## config.mk

```make
export PLATFORM = sky130hd
export DESIGN_NAME = useq_stack_seq
export DESIGN_NICKNAME = d
export VERILOG_FILES = /design/src/rtl/useq_pkg.sv /design/src/rtl/useq_lifo.sv /design/src/rtl/useq_stack_seq.sv
export SDC_FILE = /design/constraint.sdc
export NUM_CORES = 1
export LEC_CHECK = 0
export BUFFER_PORTS_ARGS = -buffer_cell sky130_fd_sc_hd__buf_2
export CAP_MARGIN = 20
export CORE_UTILIZATION = 30
export CTS_CLUSTER_DIAMETER = 100
export DETAILED_ROUTE_END_ITERATION = 8
export PLACE_DENSITY_LB_ADDON = 0.25
export SETUP_SLACK_MARGIN = 0.3
export SKIP_LAST_GASP = 1
export SLEW_MARGIN = 20
export SYNTH_ARGS = -nofsm -noshare
export SYNTH_HDL_FRONTEND = slang
export SYNTH_SLANG_ARGS = --single-unit
```

## constraint.sdc

```tcl
create_clock -name clk -period 4.2 [get_ports clk]
set_input_delay 0 -clock clk [delete_from_list [all_inputs] [get_ports clk]]
set_output_delay 0 -clock clk [all_outputs]
set_load 0.05 [all_outputs]
```

## src/rtl/useq_pkg.sv

```systemverilog
// Shared definitions for the stacked microsequencer.
//   - LC-3 compatible COND codes (COND_NONE .. COND_INT)
//   - seq_act_e: the single action the sequencer takes in a cycle
//   - qual_pos(): extracts the J bit position of qualifier k from the packed
//     4-bit-per-field position vector
//   - clog2(): ceiling log2 used to size occupancy counters
package useq_pkg;

  localparam logic [2:0] COND_NONE = 3'd0;
  localparam logic [2:0] COND_RDY  = 3'd1;
  localparam logic [2:0] COND_BEN  = 3'd2;
  localparam logic [2:0] COND_IR11 = 3'd3;
  localparam logic [2:0] COND_PRIV = 3'd4;
  localparam logic [2:0] COND_INT  = 3'd5;

  // One action per cycle, already resolved by priority (stall > return > call).
  typedef enum logic [2:0] {
    ACT_HOLD = 3'd0,
    ACT_POP  = 3'd1,
    ACT_UNF  = 3'd2,
    ACT_PUSH = 3'd3,
    ACT_OVF  = 3'd4,
    ACT_JUMP = 3'd5
  } seq_act_e;

  // Field k of the packed position vector names the J bit qualifier k ORs into.
  function automatic logic [3:0] qual_pos(input logic [63:0] pos_vec, input int k);
    return pos_vec[4*k +: 4];
  endfunction

  function automatic int clog2(input int value);
    int r;
    int v;
    r = 0;
    v = value - 1;
    while (v > 0) begin
      r = r + 1;
      v = v >> 1;
    end
    return r;
  endfunction

endpackage

```

## src/rtl/useq_lifo.sv

```systemverilog
// Return-address LIFO for the microsequencer.
// Ports:
//   clk, rst          clock, synchronous active-high reset (clears occupancy only)
//   push_i, pop_i     push data_i / drop the top entry (never both at once)
//   data_i            value to push
//   top_o             most recently pushed entry (don't-care when empty)
//   depth_o           number of valid entries (registered)
//   full_o, empty_o   occupancy flags
module useq_lifo
  import useq_pkg::*;
#(
  parameter int DEPTH = 4,
  parameter int W     = 6
) (
  input  logic                        clk,
  input  logic                        rst,
  input  logic                        push_i,
  input  logic                        pop_i,
  input  logic [W-1:0]                data_i,
  output logic [W-1:0]                top_o,
  output logic [clog2(DEPTH+1)-1:0]   depth_o,
  output logic                        full_o,
  output logic                        empty_o
);

  localparam int DW = clog2(DEPTH + 1);

  logic [W-1:0]  mem_q [DEPTH];
  logic [DW-1:0] depth_q;
  logic [DW-1:0] depth_d;

  // Occupancy next-state: push grows, pop shrinks, parent never issues both.
  always_comb begin
    depth_d = depth_q;
    if (push_i && !full_o) begin
      depth_d = depth_q + DW'(1);
    end else if (pop_i && !empty_o) begin
      depth_d = depth_q - DW'(1);
    end else begin
      depth_d = depth_q;
    end
  end

  // Occupancy register with synchronous reset.
  always_ff @(posedge clk) begin
    if (rst) begin
      depth_q <= DW'(0);
    end else begin
      depth_q <= depth_d;
    end
  end

  // Entry storage; contents are don't-care after reset so no reset here.
  always_ff @(posedge clk) begin
    for (int i = 0; i < DEPTH; i++) begin
      if (!rst && push_i && (depth_q == DW'(i))) begin
        mem_q[i] <= data_i;
      end
    end
  end

  // Top-of-stack read: entry just below the occupancy pointer.
  always_comb begin
    top_o = '0;
    for (int i = 0; i < DEPTH; i++) begin
      if (depth_q == DW'(i + 1)) begin
        top_o = mem_q[i];
      end else begin
        top_o = top_o;
      end
    end
  end

  assign depth_o = depth_q;
  assign full_o  = (depth_q == DW'(DEPTH));
  assign empty_o = (depth_q == DW'(0));

endmodule

```

## src/rtl/useq_stack_seq.sv

```systemverilog
// Microsequencer with LC-3 compatible next-address logic plus a hardware
// return stack for microsubroutines.
// Ports:
//   clk, rst     clock, synchronous active-high reset
//   ird          dispatch on opcode (target = opcode + DISPATCH_BASE)
//   cond         qualifier select, 0 / out of range = unconditional
//   j            base next address
//   qual         qualifier inputs
//   opcode       IR opcode field
//   ucall        push uaddr+1 and jump to the computed target
//   uret         pop and jump to the popped address
//   stall        freeze all state
//   uaddr        current microaddress (registered)
//   depth        return-stack occupancy
//   ovf, unf     sticky stack overflow / underflow, cleared only by rst
module useq_stack_seq
  import useq_pkg::*;
#(
  parameter int                      ADDR_W        = 6,
  parameter int                      COND_W        = 3,
  parameter int                      NUM_QUAL      = 5,
  parameter logic [4*NUM_QUAL-1:0]   QUAL_POS      = 20'h43021,
  parameter int                      OPC_W         = 4,
  parameter int                      DISPATCH_BASE = 0,
  parameter int                      STACK_DEPTH   = 4,
  parameter int                      RESET_ADDR    = 18
) (
  input  logic                              clk,
  input  logic                              rst,
  input  logic                              ird,
  input  logic [COND_W-1:0]                 cond,
  input  logic [ADDR_W-1:0]                 j,
  input  logic [NUM_QUAL-1:0]               qual,
  input  logic [OPC_W-1:0]                  opcode,
  input  logic                              ucall,
  input  logic                              uret,
  input  logic                              stall,
  output logic [ADDR_W-1:0]                 uaddr,
  output logic [clog2(STACK_DEPTH+1)-1:0]   depth,
  output logic                              ovf,
  output logic                              unf
);

  logic [ADDR_W-1:0] uaddr_q, uaddr_d;
  logic              ovf_q, ovf_d;
  logic              unf_q, unf_d;

  logic [ADDR_W-1:0] branch_s;
  logic [ADDR_W-1:0] disp_s;
  logic [ADDR_W-1:0] tgt_s;
  logic [ADDR_W-1:0] top_s;
  logic              full_s;
  logic              empty_s;
  logic              push_s;
  logic              pop_s;
  seq_act_e          act_s;

  // Conditional branch: the selected qualifier ORs into its assigned J bit.
  always_comb begin
    branch_s = j;
    for (int k = 0; k < NUM_QUAL; k++) begin
      if (int'(cond) == k + 1) begin
        branch_s = j | (ADDR_W'(qual[k]) << qual_pos(64'(QUAL_POS), k));
      end else begin
        branch_s = branch_s;
      end
    end
  end

  // Opcode dispatch; the sum wraps to the address width.
  assign disp_s = ADDR_W'(opcode) + ADDR_W'(DISPATCH_BASE);
  assign tgt_s  = ird ? disp_s : branch_s;

  // Resolve the cycle's action by priority: stall, return, call, plain jump.
  always_comb begin
    act_s = ACT_JUMP;
    if (stall) begin
      act_s = ACT_HOLD;
    end else if (uret) begin
      act_s = empty_s ? ACT_UNF : ACT_POP;
    end else if (ucall) begin
      act_s = full_s ? ACT_OVF : ACT_PUSH;
    end else begin
      act_s = ACT_JUMP;
    end
  end

  // Next-state values and stack controls for the chosen action.
  always_comb begin
    uaddr_d = uaddr_q;
    ovf_d   = ovf_q;
    unf_d   = unf_q;
    push_s  = 1'b0;
    pop_s   = 1'b0;
    case (act_s)
      ACT_HOLD: begin
        uaddr_d = uaddr_q;
      end
      ACT_POP: begin
        uaddr_d = top_s;
        pop_s   = 1'b1;
      end
      ACT_UNF: begin
        uaddr_d = ADDR_W'(RESET_ADDR);
        unf_d   = 1'b1;
      end
      ACT_PUSH: begin
        uaddr_d = tgt_s;
        push_s  = 1'b1;
      end
      ACT_OVF: begin
        uaddr_d = tgt_s;
        ovf_d   = 1'b1;
      end
      ACT_JUMP: begin
        uaddr_d = tgt_s;
      end
      default: begin
        uaddr_d = uaddr_q;
      end
    endcase
  end

  // Microaddress and sticky error flags.
  always_ff @(posedge clk) begin
    if (rst) begin
      uaddr_q <= ADDR_W'(RESET_ADDR);
      ovf_q   <= 1'b0;
      unf_q   <= 1'b0;
    end else begin
      uaddr_q <= uaddr_d;
      ovf_q   <= ovf_d;
      unf_q   <= unf_d;
    end
  end

  // Return address is the following microinstruction, wrapping at the top.
  useq_lifo #(
    .DEPTH (STACK_DEPTH),
    .W     (ADDR_W)
  ) u_lifo (
    .clk     (clk),
    .rst     (rst),
    .push_i  (push_s),
    .pop_i   (pop_s),
    .data_i  (uaddr_q + ADDR_W'(1)),
    .top_o   (top_s),
    .depth_o (depth),
    .full_o  (full_s),
    .empty_o (empty_s)
  );

  assign uaddr = uaddr_q;
  assign ovf   = ovf_q;
  assign unf   = unf_q;

endmodule

```

# After elaboration in Yosys (flattened, before gate mapping)

Memory sizes are Yosys's and may differ from the RTL's.
Index checks and enable logic that the tools add are counted.

Bitwise operators: 5
Mux-type cells: 37
Add/sub/neg operators: 3
Reductions and logical operators: 17
Equal/unequal tests: 14

Operator list:

| cell                  | number |
|---|---|
| $mux W6               | 13 |
| $eq A3 B3 Y1 const B  | 7 |
| $mux W3               | 6 |
| $pmux W6 S3           | 1 |
| $reduce_or A6 Y1      | 3 |
| $eq A3 B2 Y1 const B  | 5 |
| $mux W1               | 13 |
| $mux W2               | 4 |
| $logic_and A1 B1 Y1   | 7 |
| $add A6 B1 Y6 const B | 1 |
| $eq A3 B1 Y1 const B  | 2 |
| $or A6 B1 Y6          | 1 |
| $or A6 B2 Y6          | 1 |
| $or A6 B3 Y6          | 1 |
| $or A6 B4 Y6          | 1 |
| $or A6 B5 Y6          | 1 |
| $add A3 B1 Y3 const B | 1 |
| $logic_not A1 Y1      | 3 |
| $logic_not A3 Y1      | 1 |
| $reduce_bool A3 Y1    | 1 |
| $reduce_or A3 Y1      | 1 |
| $sub A3 B1 Y3 const B | 1 |
| $reduce_bool A2 Y1    | 1 |

Logic and storage cells: 81
Register bits: 11
Memories: 1
Bits in writable memories: 24
Output and inout port bits: 11

Memory list:

| memory       | depth | width | rd ports | clocked after memory_dff | wr ports | RTL line        | source |
|---|---|---|---|---|---|---|---|
| u_lifo.mem_q | 4     | 6     | 4        | 0                        | 1        | useq_lifo.sv:28 | `logic [W-1:0] mem_q [DEPTH];` |

# Depth between registers and ports, before layout

Gate-level depths: netlist of the first run.

Depth in word-level cells: 15
Mapped depth: 8

# Modules after synthesis

A second synthesis of the first run with hierarchy kept.

Cell total of the unflattened synthesis: 169
Area, all modules: 1811.7 µm²

Modules (own cells, without submodules):

| module         | instances | cells each | area each (µm²) | sequential area each (µm²) |
|---|---|---|---|---|
| useq_lifo      | 1         | 100        | 1260.0          | 780.7 |
| useq_stack_seq | 1         | 69         | 551.8           | 160.2 |

# Worst setup path before layout of the first run

No wires, ideal clock.

Path type: reg-to-reg
Start point: reg u_lifo.depth_q[0] (netlist: u_lifo.depth_o[0])
End point: mem u_lifo.mem_q[3][0] (enable)
Arrival: 1.971 ns
Slack: 1.850 ns
Stages on the path, launching flop included: 6
Library setup time: 0.378 ns
Data required time: 3.822 ns
Path through: dfxtp_1 inv_1 ha_1 nand2_1 nand2_1 nor3b_1

Word-level cells in the longest chain between the ends: 15

RTL lines:

| element                                                          | RTL line             | source |
|---|---|---|
| start, declared                                                  | useq_lifo.sv:29      | `logic [DW-1:0] depth_q;` |
| start signal, assigned                                           | useq_lifo.sv:49      | `depth_q <= depth_d;` |
| $eq A3 B3 Y1                                                     | useq_lifo.sv:75      | `assign full_o = (depth_q == DW'(DEPTH));` |
| $mux W3                                                          | useq_stack_seq.sv:82 | `act_s = full_s ? ACT_OVF : ACT_PUSH;` |
| $mux W3                                                          | useq_stack_seq.sv:81 | `end else if (ucall) begin` |
| $mux W3                                                          | useq_stack_seq.sv:79 | `end else if (uret) begin` |
| $mux W3                                                          | useq_stack_seq.sv:77 | `if (stall) begin` |
| $eq A3 B2 Y1                                                     | useq_stack_seq.sv:95 | `case (act_s)` |
| $mux W1                                                          | useq_stack_seq.sv:95 |  |
| $logic_and A1 B1 Y1 (2 in a row)                                 | useq_lifo.sv:56      | `if (!rst && push_i && (depth_q == DW'(i))) begin` |
| $mux W1                                                          | useq_lifo.sv:56      |  |
| $mux W1 (implied by the code)                                    | useq_lifo.sv:57      | `mem_q[i] <= data_i;` |
| $reduce_or A6 Y1 (no source line)                                | n/a                  |  |
| $mux W2 (no source line) or $mux W1 (tied branches) (3 in a row) | n/a                  |  |
| end, declared                                                    | useq_lifo.sv:28      |  |

Several ways; a longest one is shown, not always the timed one.

# Worst setup path in the final report of the first run

Start point: reg u_lifo.depth_q[0] (netlist: u_lifo.depth_o[0])
End point: mem u_lifo.mem_q[3][2] (enable)

Same word-level chain as after synthesis.

==> flow_summary.yaml, run 1 <==
routing:
  wl_per_cell_um: 14.7
  via_per_inst: 4.88
  drt_wl_total_um: 3780
  drtAntennaViolNets: 0
  vias: 1259
  drc_errors: 0
  drt_pass1_iterations: 4
  drtIter0Drc: 83
logic_synthesis:
  synth-seq-area-share_pct: 53.9
  yosysWarningCount: 0
  synth_cells: 151
  ys_types: 36
  syn_area_sq_um: 1750
  synth_seq_cells: 35
  synth.avg_cell_area_sq_um: 11.6
  syn_nets: 182
critical_path:
  worstSetupPathType: "flop to flop"
  cp.required_ns: 4.12
  start_kind: "flop"
  crit_fanout: 9
  endpoint_kind: "flop"
  rr_startpoint: "u_lifo.depth_o[0]"
  r2r_end: "u_lifo.mem_q[3][2]"
  reg2reg_slack_ns: 1.85
  worstPathArrival_ns: 2.27
  reg2reg_depth: 5
floorplanning:
  start_util_pct: 31.5
  die_w_um: 78.3
  core_sq_um: 5540
  dieArea_sq_um: 6130
  top_level_ports: 35
  fp-row-count: 27
  fp.dieH_um: 78.3
pwr:
  p_leak_nw: 0.763
  power_density_nw_per_um2: 427
  ir_drop_uv: 149
clocking:
  clkSinkCount: 35
  htreeDepth: 2
  cts_resized: 0
  path_clk_slew_ns: 0.07
  root_buffer: "clkbuf_8"
  ctsLongestPathBuffers: 2
  cts_tree: "yes"
  postCtsSetupBuffers: 0
  worst_skew_pair.late_latency_ns: 0.29
  hold_buffers: 0
  numCtsBuffers: 5
global_routing:
  grtUsageTotal_pct: 13.2
  grt.overflow.total: 0
  antenna_found_initial: 0
  grt_max_degree: 16
  grt_pass1_vias: 1220
  grt_pass1_wl_um: 6040
sta:
  period_share_pct: 55.9
  worstMarginPinSlew_ns: 0.890
  skew_ns: 0.00432
  finalWorstPathRequiredPeriod_ns: 2.35
  final_max_slew_viol_count: 0
  hold_violations: 0
  rsz0062_at_grt: "false"
  fin_hold_ws_ns: 0.0517
  setup_viol: 0
  fmax_mhz: 426
  slew_headroom_pct: 40.5
  fin_tns_setup_ns: 0
layout:
  instances_no_fill: 258
  final_common_cell: "buf_2"
  n_antenna_cell: 0
  final_cell_mix: "34 x buf_2, 24 x edfxtp_1, 12 x nor2_1"
  drive_gt1_share_pct: 26.3
  area_growth_pct: 18.9
  final_net_count: 216
  utilization_pct: 37.5
hold_path:
  hold_class: "primary input to flop"
  holdPathStages: 2
  min_from: "rst"
  hold_path_end: "unf"
run:
  cap_violations: 0
placed_design:
  io_buffers: 34
  dp.cells: 250
  dp_hpwl_um: 2870
  place.gp.congestion: 0.780
outcome:
  outcome: "finished, final reports clean"
-- registers in the layout, indices dropped and copies added (netlist names) --
name            flops
u_lifo.depth_o      3
u_lifo.mem_q       24
unf                 1
uaddr               6
ovf                 1
-- worst max-delay path by stage --
| stage | slack (ns) | end | start |
|---|---|---|---|
| 2_1_floorplan | 1.85 | u_lifo.mem_q[3][0] | u_lifo.depth_o[0] |
| 3_3_place_gp | 1.77 | u_lifo.mem_q[3][3] | u_lifo.depth_o[0] |
| 3_5_place_dp | 1.80 | u_lifo.mem_q[3][3] | u_lifo.depth_o[0] |
| 4_1_cts | 1.79 | u_lifo.mem_q[3][3] | u_lifo.depth_o[0] |
| 5_1_grt | 1.63 | u_lifo.mem_q[3][3] | u_lifo.depth_o[0] |
| 6_report | 1.85 | u_lifo.mem_q[3][2] | u_lifo.depth_o[0] |
-- cell type report --
type	instances	area, sq um
multi-input combinational	100	729
clock buffer	5	68.8
fill	561	3460
inverter	9	33.8
sequential	35	941
timing repair buffer	34	170
tap	72	90.1
clock inverter	3	42.5
-- stage by stage --
step                total power [mW]  cell area, sq um  worst slack [ns]
floorplan                      0.543              1750              1.85
global placement               0.594              1960              1.77
detailed placement             0.592              1960              1.80
CTS                            0.890              2080              1.79
global route                   0.916              2080              1.63
finish                         0.885              2080              1.85
-- worst max-delay path, cell delays in order (launching register included) --
cell     delay (ns)
dfxtp_1        0.42
inv_1          0.11
ha_1           0.25
nand2_1        0.28
nand2_1        0.15
nor3b_1        0.76
-- cells in the mapped netlist (all sizes together) --
library cell,number,area (sq um)
edfxtp,24,721
nor2,12,45.0
dfxtp,11,220
a21oi,10,50.1
a221oi,9,104
inv,9,33.8
nand2,8,30.0
ha,7,87.6
nand3,6,30.0
clkbuf,5,18.8
nor3,5,25.0
xnor2,5,43.8
a211oi,4,30.0
and2,4,25.0
nor2b,4,25.0
a211o,3,26.3
nand2b,3,18.8
nor3b,3,27.5
buf,2,22.5
nor4bb,2,20.0
o31a,2,17.5
o32a,2,20.0
a311o,1,10.0
a31o,1,8.76
and3,1,6.26
and4b,1,10.0
nand4b,1,8.76
nor4b,1,23.8
o21a,1,7.51
o21ai,1,5.00
o22ai,1,6.26
or3b,1,8.76
xor2,1,8.76
-- power breakdown --
part           switching [mW]  internal (mW)
clock network           0.126          0.177
registers              0.0144          0.387
logic                   0.117         0.0639
total                   0.257          0.628
-- per-layer routing --
metal / GRT usage (%) / up-vias / share of wire (%)
li1: - / 632 / -
met4: 5.56 / 0 / 1.8
met3: 2.91 / 7 / 4.0
met1: 16.8 / 580 / 49
met5: 0 / - / 0
met2: 21.5 / 40 / 46
-- cell families after synthesis --
kind of cell             count (synthesis)  share of synthesized area [%]
AO/OA/AOI/OAI                           35                           16.3
XOR/XNOR                                 6                           3.01
adder cells (fa/ha/maj)                  7                           5.02
buffers and inverters                   16                           4.30
flip-flops                              35                           53.9
AND/OR/NAND/NOR                         52                           17.4
(Power assumes the default switching activity.)
==> run 2, diff against run 1 <==
==> constraint.sdc (replaced) <==
create_clock -name clk -period 2.2 [get_ports clk]
set_input_delay 0 -clock clk [delete_from_list [all_inputs] [get_ports clk]]
set_output_delay 0 -clock clk [all_outputs]
set_load 0.05 [all_outputs]
==> run 2 against run 1 <==
  * Maximum frequency rose by 25%
  * Count of clock-buffer cells in the layout rose by 1
  * Critical path depth rose by 2
  * Clock power rose by 100%
  * Sequential power rose by 93%
  * Via count rose by 5.0%
  * Largest cell class unchanged
  * Largest power group unchanged
  * Routed wire length rose by 14%
==> flow_summary.yaml, run 2 (synthesis results as in run 1) <==
sta:
  setup_viol: 0
  worstMarginPinSlew_ns: 0.378
  hold_violations: 0
  rsz0062_at_grt: "true"
  final_max_slew_viol_count: 0
  skew_ns: 0.00712
  fmax_mhz: 533
  period_share_pct: 85.3
  finalWorstPathRequiredPeriod_ns: 1.88
  fin_tns_setup_ns: 0
  slew_headroom_pct: 74.8
routing:
  drt_pass1_iterations: 4
  via_per_inst: 4.93
  vias: 1322
  drtIter0Drc: 59
  drc_errors: 0
  drtAntennaViolNets: 0
  wl_per_cell_um: 16.1
  drt_wl_total_um: 4320
layout:
  final_common_cell: "buf_2"
  regMostFlops: "u_lifo.mem_q"
  nFillCells: 561
  drive_gt1_share_pct: 34.7
  final_net_count: 226
  largest_reg_flops: 24
  area_growth_pct: 26.7
  n_antenna_cell: 0
  instances_no_fill: 268
  final_cell_mix: "34 x buf_2, 24 x edfxtp_1, 12 x nor2_1"
floorplanning:
  fp.dieH_um: 78.3
  die_w_um: 78.3
  fp-row-count: 27
  dieArea_sq_um: 6130
  top_level_ports: 35
  core_sq_um: 5540
  start_util_pct: 31.5
placed_design:
  dp_hpwl_um: 3140
  io_buffers: 34
  place.gp.congestion: 0.758
  dp.cells: 254
global_routing:
  grt.overflow.total: 0
  antenna_found_initial: 0
  grt_max_degree: 16
  grtUsageTotal_pct: 14.8
  grt_pass1_wl_um: 6760
  grt_pass1_vias: 1315
clocking:
  htreeDepth: 2
  worst_skew_pair.late_latency_ns: 0.28
  numCtsBuffers: 5
  root_buffer: "clkbuf_8"
  ctsLongestPathBuffers: 2
  path_clk_slew_ns: 0.07
  clkSinkCount: 35
  cts_tree: "yes"
critical_path:
  path_buf_inv: 1
  cp_cell_sequence: "ha_2 > ha_4 > nor4b_4 > buf_6 > a221oi_2 > a211o_1 > a221oi_2"
  cp.required_ns: 2.40
  worstPathArrival_ns: 2.08
  critPathMaxStageDelay_ns: 0.37
  cpMaxStageDelayCell: "dfxtp_4"
  endpoint_kind: "flop"
  worstSetupPathType: "flop to flop"
  crit_fanout: 6
  cp_top_family: "compound AO/OA/AOI/OAI gates"
  cpMostUsedCell: "a221oi_2"
  start_kind: "flop"
pwr:
  p_leak_nw: 0.824
  power_density_nw_per_um2: 798
  ir_drop_uv: 332
run:
  cap_violations: 0
hold_path:
  hold_class: "primary input to flop"
outcome:
  outcome: "finished, final reports clean"
==> run 2: changes by cell type in the layout (fill, tap and decap cells not counted), moves of 2 or more <==
cell / delta
buf_4: +9
dfxtp_1: -3
dfxtp_4: +3
ha_1: -2
==> run 2: worst paths after layout <==
check	start	end	slack (ns)	depth (start not counted)
setup / recovery	u_lifo.depth_o[0]	uaddr[3]	0.32	7
hold / removal	rst	u_lifo.depth_o[0]	0.07	2
hold reg to reg	ovf	ovf	0.48	2
setup reg to reg	u_lifo.depth_o[0]	uaddr[3]	0.32	7
==> run 2: repair_timing <==
item	in CTS	in global routing
hold buffers	0	0
endpoints found under the hold margin	0	0
endpoints found under the setup margin	4	6
pin swaps	1	4
setup buffers	0	6
resized for setup	1	3
==> run 2: layer usage <==
metal | track usage (%) | wire length (um) | vias to the layer above
li1 | - | - | 653
met1 | 18.1 | 1950 | 644
met2 | 25.7 | 2200 | 21
met3 | 3.72 | 143 | 4
met4 | 4.26 | 27 | 0
met5 | 0 | 0 | -
==> run 2: area by class of cell <==
| type | count | area [sq um] | area share [%] |
|---|---|---|---|
| timing repair buffer | 44 | 249 | 11.3 |
| clock buffer | 6 | 82.6 | 3.74 |
| tap | 72 | 90.1 | 4.07 |
| sequential | 35 | 952 | 43.1 |
| inverter | 9 | 36.3 | 1.64 |
| clock inverter | 2 | 38.8 | 1.75 |
| multi-input combinational | 100 | 762 | 34.5 |
==> run 2: worst reg2reg max path, cell delays in order, from the launching register on <==
cell	delay [ns]
dfxtp_4	0.37
ha_2	0.19
ha_4	0.19
nor4b_4	0.29
buf_6	0.16
a221oi_2	0.06
a211o_1	0.32
a221oi_2	0.21
==> run 2: report_power, final <==
part	switching, mW	total [mW]	internal, mW
sequential	0.0335	0.775	0.741
clock	0.236	0.608	0.373
combinational	0.234	0.381	0.147
total	0.504	1.76	1.26
==> run 2: per-stage QoR <==
stage	util (%)	setup WS [ns]	area [sq um]	hold slack, ns	power, mW
global placement	36.6	0.268	2030	0.368	1.15
floorplan	-	0.251	1780	0.218	1.04
global route	39.9	0.260	2210	0.0782	1.84
CTS	38.9	0.270	2160	0.0586	1.76
detailed placement	36.6	0.258	2030	0.358	1.15
finish	39.9	0.323	2210	0.0681	1.76
==> run 3, diff against run 2 <==
--- a/config.mk
+++ b/config.mk
@@ -7,6 +7,8 @@
 export LEC_CHECK = 0
 export BUFFER_PORTS_ARGS = -buffer_cell sky130_fd_sc_hd__buf_2
 export CAP_MARGIN = 20
+export CELL_PAD_IN_SITES_DETAIL_PLACEMENT = 1
+export CELL_PAD_IN_SITES_GLOBAL_PLACEMENT = 1
 export CORE_UTILIZATION = 30
 export CTS_CLUSTER_DIAMETER = 100
 export DETAILED_ROUTE_END_ITERATION = 8
==> run 3 against run 2 <==
  * Register-to-register slack gained 0.03 ns
  * Via count grew 2.8%
  * Global-route usage rose by 1.7 points
  * Critical path depth unchanged
  * Sequential power hardly changed
  * Count of clock-buffer cells in the layout grew 1
  * Critical path type unchanged
  * Critical endpoint unchanged
==> flow_summary.yaml, run 3 (synthesis results as in run 1) <==
outcome:
  outcome: "finished, final reports clean"
routing:
  wl_per_cell_um: 17.4
  drt_wl_total_um: 4670
  vias: 1359
  drt_pass1_iterations: 4
  drtIter0Drc: 54
  via_per_inst: 5.07
  drtAntennaViolNets: 0
  drc_errors: 0
clocking:
  path_clk_slew_ns: 0.07
  cts_tree: "yes"
  worst_skew_pair.late_latency_ns: 0.28
  clkSinkCount: 35
  htreeDepth: 2
  hold_buffers: 0
  numCtsBuffers: 5
  ctsLongestPathBuffers: 2
  root_buffer: "clkbuf_8"
critical_path:
  start_kind: "flop"
  r2r_end: "uaddr[3]"
  cp_top_family: "compound AO/OA/AOI/OAI gates"
  reg2reg_slack_ns: 0.36
  endpoint_kind: "flop"
  cpMaxStageDelayCell: "dfxtp_4"
  path_buf_inv: 1
  cp_cell_sequence: "ha_4 > ha_4 > nor4b_4 > buf_4 > a221oi_2 > a211o_1 > a221oi_2"
  critPathMaxStageDelay_ns: 0.37
  crit_fanout: 6
  worstSetupPathType: "flop to flop"
  cp.depth: 7
  startpoint: "u_lifo.depth_o[0]"
  cp.required_ns: 2.40
  rr_startpoint: "u_lifo.depth_o[0]"
  crit_path_end: "uaddr[3]"
  worstPathArrival_ns: 2.04
  reg2reg_depth: 7
global_routing:
  grtUsageTotal_pct: 16.5
  antenna_found_initial: 0
  grt_max_degree: 16
  grt_pass1_wl_um: 7600
  grt.overflow.total: 0
  grt_pass1_vias: 1438
sta:
  hold_violations: 0
  rsz0062_at_grt: "false"
  fin_tns_setup_ns: 0
  final_max_slew_viol_count: 0
  slew_headroom_pct: 72.3
  worstMarginPinSlew_ns: 0.415
  setup_slack_ns: 0.357
  period_share_pct: 83.8
  finalWorstPathRequiredPeriod_ns: 1.84
  skew_ns: 0.00866
  fmax_mhz: 543
  setup_viol: 0
placed_design:
  place.gp.congestion: 0.869
  place_area_sq_um: 2040
  dp_hpwl_um: 3590
  io_buffers: 34
  dpl_worst_slack_ns: 0.201
pwr:
  p_leak_nw: 0.813
  swShare_pct: 30.7
  ir_drop_uv: 323
  pwr-share-seq_pct: 46.9
  p_clk_share_pct: 29.2
  pwr-share-comb_pct: 23.9
  power_density_nw_per_um2: 750
  p_switching_mw: 0.506
  cellInternalPower_mw: 1.14
floorplanning:
  die_w_um: 78.3
  dieArea_sq_um: 6130
  fp.dieH_um: 78.3
  top_level_ports: 35
  start_util_pct: 31.5
  core_sq_um: 5540
  fp-row-count: 27
layout:
  drive_gt1_share_pct: 35.7
  final_net_count: 226
  largest_reg_flops: 24
  final_cell_mix: "34 x buf_2, 24 x edfxtp_1, 12 x nor2_1"
  area_growth_pct: 25.9
  final_area_sq_um: 2200
  final_common_cell: "buf_2"
  n_antenna_cell: 0
  nFillCells: 656
  regMostFlops: "u_lifo.mem_q"
hold_path:
  hold_class: "primary input to flop"
run:
  cap_violations: 0
-- run 3: how the worst min path moves through the flow --
stage	startpoint	endpoint	depth (start not counted)
finish	rst	u_lifo.depth_o[0]	2
global route	rst	ovf	2
CTS	rst	u_lifo.depth_o[0]	2
detailed placement	rst	ovf	2
global placement	rst	u_lifo.depth_o[0]	2
floorplan	stall	u_lifo.depth_o[1]	3
-- run 3: final cells by class --
cell class / instances / area (sq um) / area share [%]
clock buffer: 7 / 86.3 / 3.93
clock inverter: 1 / 5.00 / 0.228
inverter: 9 / 36.3 / 1.65
multi-input combinational: 100 / 783 / 35.6
sequential: 35 / 952 / 43.3
tap: 72 / 90.1 / 4.10
timing repair buffer: 44 / 245 / 11.2
-- run 3: metrics by stage --
step / cells / util [%] / total power [mW] / hold WS (ns)
3_5_place_dp: 255 / 36.7 / 1.16 / 0.377
5_1_grt: 268 / 39.7 / 1.73 / 0.118
4_1_cts: 264 / 38.7 / 1.65 / 0.0800
6_report: 268 / 39.7 / 1.65 / 0.0819
3_3_place_gp: 255 / 36.7 / 1.15 / 0.369
2_1_floorplan: 151 / - / 1.04 / 0.218
-- run 3: per-layer routing --
metal	track usage [%]	share of wire [%]	up-vias
met3	3.49	3.3	4
li1	-	-	654
met1	20.5	45	669
met5	0	0	-
met2	29.1	51	32
met4	3.89	0.88	0
-- run 3: power groups by stage --
stage	combinational [mW]	sequential (mW)	clock (mW)
after CTS	0.384	0.773	0.493
after global routing	0.430	0.778	0.522
after floorplan	0.198	0.845	0
after detailed placement	0.375	0.786	0
after global placement	0.362	0.784	0
final	0.394	0.774	0.481
-- run 3: repair_timing --
| action | CTS | global route |
|---|---|---|
| hold endpoints to repair | 0 | 0 |
| setup endpoints to repair | 5 | 5 |
| resized for setup | 3 | 5 |
| buffers inserted | 1 | 4 |
| pin swaps | 2 | 3 |
